## src/rtl/student_alu_pkg.sv

```systemverilog
// Shared types and constants for the pipelined Hack-style ALU.
// The control word mirrors the six Hack ALU control bits in their usual order.
package student_alu_pkg;

  localparam int ALU_WIDTH = 16;

  typedef struct packed {
    logic zx;
    logic nx;
    logic zy;
    logic ny;
    logic f;
    logic no;
  } alu_ctrl_t;

  localparam alu_ctrl_t ALU_ZERO      = 6'b101010;
  localparam alu_ctrl_t ALU_ONE       = 6'b111111;
  localparam alu_ctrl_t ALU_X_PLUS_Y  = 6'b000010;
  localparam alu_ctrl_t ALU_X_MINUS_Y = 6'b010011;
  localparam alu_ctrl_t ALU_X_AND_Y   = 6'b000000;

  function automatic alu_ctrl_t make_ctrl(input logic zx, input logic nx, input logic zy,
                                          input logic ny, input logic f, input logic no);
    alu_ctrl_t c;
    c.zx = zx;
    c.nx = nx;
    c.zy = zy;
    c.ny = ny;
    c.f  = f;
    c.no = no;
    return c;
  endfunction

endpackage

```

## src/rtl/student_not16.sv

```systemverilog
// 16-bit bitwise inverter; the only primitive used for negation in the ALU.
module student_not16 (
  input  logic [15:0] in,
  output logic [15:0] out
);

  assign out = ~in;

endmodule

```

## src/rtl/student_alu_pipe.sv

```systemverilog
// Two-stage pipelined Hack ALU: stage 1 holds preprocessed operands,
// stage 2 holds the result and its zero/negative flags.
module student_alu_pipe
  import student_alu_pkg::*;
#(
  parameter int WIDTH = ALU_WIDTH
) (
  input  logic             clk,
  input  logic             reset,
  input  logic             in_valid,
  output logic             in_ready,
  input  logic [WIDTH-1:0] x,
  input  logic [WIDTH-1:0] y,
  input  logic             zx,
  input  logic             nx,
  input  logic             zy,
  input  logic             ny,
  input  logic             f,
  input  logic             no,
  output logic             out_valid,
  input  logic             out_ready,
  output logic [WIDTH-1:0] out,
  output logic             zr,
  output logic             ng
);

  // Inverters are 16 bits wide, so operands are padded up to whole chunks.
  localparam int NCH = (WIDTH + 15) / 16;
  localparam int PW  = NCH * 16;

  logic             s1_valid;
  logic             s2_valid;
  logic [WIDTH-1:0] x1;
  logic [WIDTH-1:0] y1;
  logic             s1_f;
  logic             s1_no;
  logic             s1_load;
  logic             s2_load;

  logic [WIDTH-1:0] xz;
  logic [WIDTH-1:0] yz;
  logic [WIDTH-1:0] x_pre;
  logic [WIDTH-1:0] y_pre;
  logic [WIDTH-1:0] t;
  logic [WIDTH-1:0] res;
  logic [PW-1:0]    xz_p;
  logic [PW-1:0]    yz_p;
  logic [PW-1:0]    t_p;
  logic [PW-1:0]    xn_p;
  logic [PW-1:0]    yn_p;
  logic [PW-1:0]    tn_p;

  // Handshake: a beat moves whenever valid and ready are both high at a rising
  // edge; ready never looks at valid, and each stage refills as soon as its
  // current beat leaves, so the pipe streams at one beat per cycle.
  assign s2_load   = !s2_valid || out_ready;
  assign s1_load   = !s1_valid || s2_load;
  assign in_ready  = s1_load;
  assign out_valid = s2_valid;

  assign xz   = zx ? '0 : x;
  assign yz   = zy ? '0 : y;
  assign xz_p = PW'(xz);
  assign yz_p = PW'(yz);
  assign t    = s1_f ? (x1 + y1) : (x1 & y1);
  assign t_p  = PW'(t);

  for (genvar i = 0; i < NCH; i++) begin : g_not
    student_not16 u_not_x (.in(xz_p[i*16 +: 16]), .out(xn_p[i*16 +: 16]));
    student_not16 u_not_y (.in(yz_p[i*16 +: 16]), .out(yn_p[i*16 +: 16]));
    student_not16 u_not_t (.in(t_p[i*16 +: 16]),  .out(tn_p[i*16 +: 16]));
  end

  assign x_pre = nx ? xn_p[WIDTH-1:0] : xz;
  assign y_pre = ny ? yn_p[WIDTH-1:0] : yz;
  assign res   = s1_no ? tn_p[WIDTH-1:0] : t;

  // Data registers only load alongside a valid beat, so bubbles leave them untouched.
  always_ff @(posedge clk) begin
    if (reset) begin
      s1_valid <= 1'b0;
      s2_valid <= 1'b0;
      out      <= '0;
      zr       <= 1'b0;
      ng       <= 1'b0;
    end else begin
      if (s1_load) begin
        s1_valid <= in_valid;
        if (in_valid) begin
          x1    <= x_pre;
          y1    <= y_pre;
          s1_f  <= f;
          s1_no <= no;
        end
      end
      if (s2_load) begin
        s2_valid <= s1_valid;
        if (s1_valid) begin
          out <= res;
          zr  <= (res == '0);
          ng  <= res[WIDTH-1];
        end
      end
    end
  end

endmodule
```

## config.mk

```make
export PLATFORM = sky130hd
export DESIGN_NAME = student_alu_pipe
export DESIGN_NICKNAME = d
export VERILOG_FILES = /design/src/rtl/student_alu_pkg.sv /design/src/rtl/student_not16.sv /design/src/rtl/student_alu_pipe.sv
export SDC_FILE = /design/constraint.sdc
export NUM_CORES = 1
export LEC_CHECK = 0
export BUFFER_PORTS_ARGS = -buffer_cell sky130_fd_sc_hd__buf_2
export CAP_MARGIN = 15
export CORE_ASPECT_RATIO = 1.25
export CORE_UTILIZATION = 42
export CTS_CLUSTER_SIZE = 25
export DETAILED_ROUTE_END_ITERATION = 8
export PLACE_DENSITY_LB_ADDON = 0.3
export SYNTH_ARGS = -nofsm -noshare
export SYNTH_HDL_FRONTEND = slang
export SYNTH_SLANG_ARGS = --single-unit
```

## constraint.sdc

```tcl
create_clock -name clk -period 5.6 [get_ports clk]
set_input_delay 1.12 -clock clk [delete_from_list [all_inputs] [get_ports clk]]
set_output_delay 1.12 -clock clk [all_outputs]
set_load 0.02 [all_outputs]
```

==> flow_summary.yaml <==
yosys:
  async_flop_share: 0
  synth-warning-count: 0
  synth_nets: 420
  ys_top_cells_by_area: "edfxtp_1 29%, xnor2_1 11%, dfxtp_1 11%, nand2b_1 5.8%, ha_1 5.6%"
  ys_seq_area_frac: 0.395
  synthCells: 361
  netlist_area_um2: 3550
  synth_edf_count: 34
  post-synth-top-count-cell: "xnor2_1"
  synth_top_cell_by_area: "edfxtp_1"
  ys_ff_latch: 53
  synth_cell_types: 63
  synth_top_area_share: 0.287
  syn_area_per_cell_um2: 9.84
  ys.flop_type: "edfxtp_1"
  yosys-top-cells-count: "45 x xnor2_1, 34 x edfxtp_1, 33 x nand2b_1"
setup_path:
  cp-start-kind: "flip-flop"
  worst_r2r_endpoint: "zr"
  r2r_start: "x1[0]"
  worstPathArrival_ps: 3530
  worstSetupPathType: "reg -> reg"
  crit_path_end_kind: "flip-flop"
  ff2ff_path_depth: 10
  crit_fanout: 4
  required_ps: 5850
  reg2reg_slack_ps: 2320
finish:
  fin_nets: 468
  post-route-util: 0.487
  multi_input_area_um2: 2040
  n_fill_cell: 778
  diodes: 0
  seqCellArea_um2: 1400
  syn2layout_area_growth_pct: 12.3
  drive_gt1_frac: 0.195
  final_cell_area_um2: 3990
route:
  drc: 11
  drtIter0Drc: 144
  post_drt_wl_per_cell_um: 13.1
  routed_wl_mm: 6.63
  postRouteAntennaNets: 0
  vias: 2675
  drt_first_pass_iters: 6
  viasPerCell: 5.28
power:
  irDropWorstVdd_mv: 0.0855
  p_leak_nw: 1.57
  power.density_nw_per_um2: 230
clock_tree:
  cts.path.max_buffers: 2
  cts_setup_buffers: 0
  clock_latency_ps: 310
  cts.repair.resized: 0
  clkTransAtPathRegs_ps: 90
  htree_levels: 2
  clock-sinks: 53
  cts_tree: "yes"
  cts-root-buf: "clkbuf_8"
  cts_made_buffers: 5
  hold_buffers: 0
floorplanning:
  io_pins: 62
  die_w_um: 84.3
  core_um2: 8190
  die_h_um: 105
  start_util: 0.434
  die_area_um2: 8830
  num_rows: 37
run_status:
  status: "finished, violations left"
  failed_checks: "design-rule violations"
sta:
  drv_slew: 0
  finalCritPeriodShare: 0.585
  grt_setup_unrepaired: "false"
  final.min_clock_period_ps: 3280
  clock_skew_ps: 7.26
  fmax_mhz: 305
  setup_tns_ps: 0
  worst_pin_slew_ps: 930
  hold_violations: 0
  relSlewSlack: 0.380
  setup_viol: 0
placement:
  detailed_place_hpwl_mm: 5.17
  io_buffers: 61
  place_congestion: 0.845
  place_area_um2: 3900
global_routing:
  grt_overflow: 0
  grt_usage: 0.162
  grt_pass1_wl_mm: 11.7
  grt_max_degree: 35
  grt_pass1_vias: 2541
  grt_antenna_before_repair: 0
worst_hold_path:
  hold_path.startpoint: "out[13]"
  min_path_cells: 2
  hp-class: "reg -> reg"
  min_to: "out[13]"
run:
  cap_violations: 0
[power breakdown]
| part | total, mW | switching (mW) | internal (mW) |
|---|---|---|---|
| clock | 0.215 | 0.126 | 0.0890 |
| combinational | 0.246 | 0.135 | 0.111 |
| sequential | 0.456 | 0.0128 | 0.444 |
[how the worst max path moves through the flow]
| stage | from | end | slack (ps) | cells past startpoint |
|---|---|---|---|---|
| 2_1_floorplan | x1[0] | zr | 2690 | 10 |
| 3_3_place_gp | x1[0] | zr | 2490 | 10 |
| 3_5_place_dp | x1[0] | zr | 2410 | 10 |
| 4_1_cts | x1[0] | zr | 2370 | 10 |
| 5_1_grt | y1[0] | zr | 2050 | 10 |
| 6_report | x1[0] | zr | 2320 | 10 |
[placed cells by master (no fill, tap or decap), drive strengths merged, types with 6 or more instances in the layout]
cell,count
a21o,9
a21oi,19
buf,62
dfxtp,19
edfxtp,34
ha,16
inv,7
mux2i,7
nand2,23
nand2b,33
nand3,8
nor2,19
nor2b,9
nor4b,6
o21ai,8
xnor2,45
xor2,6
[cells by family after synthesis]
family / share of synthesized area
xor+xnor: 0.126
compound gates: 0.155
simple gates: 0.212
mux: 0.0197
fa+ha+maj: 0.0620
buf+inv: 0.0313
flops: 0.395
[stage by stage]
| step | setup WS (ps) | total power, mW | hold WS, ps | cells |
|---|---|---|---|---|
| after floorplan | 2690 | 0.653 | 496 | 361 |
| after global placement | 2490 | 0.708 | 440 | 499 |
| after detailed placement | 2410 | 0.711 | 443 | 499 |
| after CTS | 2370 | 0.927 | 457 | 507 |
| after global routing | 2050 | 0.973 | 467 | 507 |
| final | 2320 | 0.917 | 454 | 507 |
[worst max-delay path, stage by stage (launching register included)]
cell and delay, ps:
edfxtp_1 370, ha_1 240, fa_1 420, a211oi_1 380, o21ai_1 220, a211o_1 320
nor4b_1 160, or4_1 520, nor4_1 310, o2111ai_1 160, o21ai_1 130
[flip-flops by register name (all words and copies together) (netlist names)]
name / count
out: 16
x1: 16
y1: 16
out_valid: 1
s1_f: 1
s1_no: 1
s1_valid: 1
zr: 1
[metal layers]
metal	wire length [um]	global-route usage	part of all wire	vias to the layer above
met2	3240	0.284	0.49	84
met3	333	0.0221	0.050	8
met1	2940	0.205	0.44	1180
li1	-	-	-	1403
met4	110	0.0554	0.017	0
met5	0	0	0	-
[layout make-up]
class | instances | share of cell area
flip-flops and latches | 53 | 0.351
clock inverters | 3 | 0.00533
clock buffers | 5 | 0.0173
multi-input cells | 281 | 0.511
repair buffers | 62 | 0.0784
well taps | 97 | 0.0304
inverters | 6 | 0.00565
Note: power is estimated with default switching activity, not from simulation.
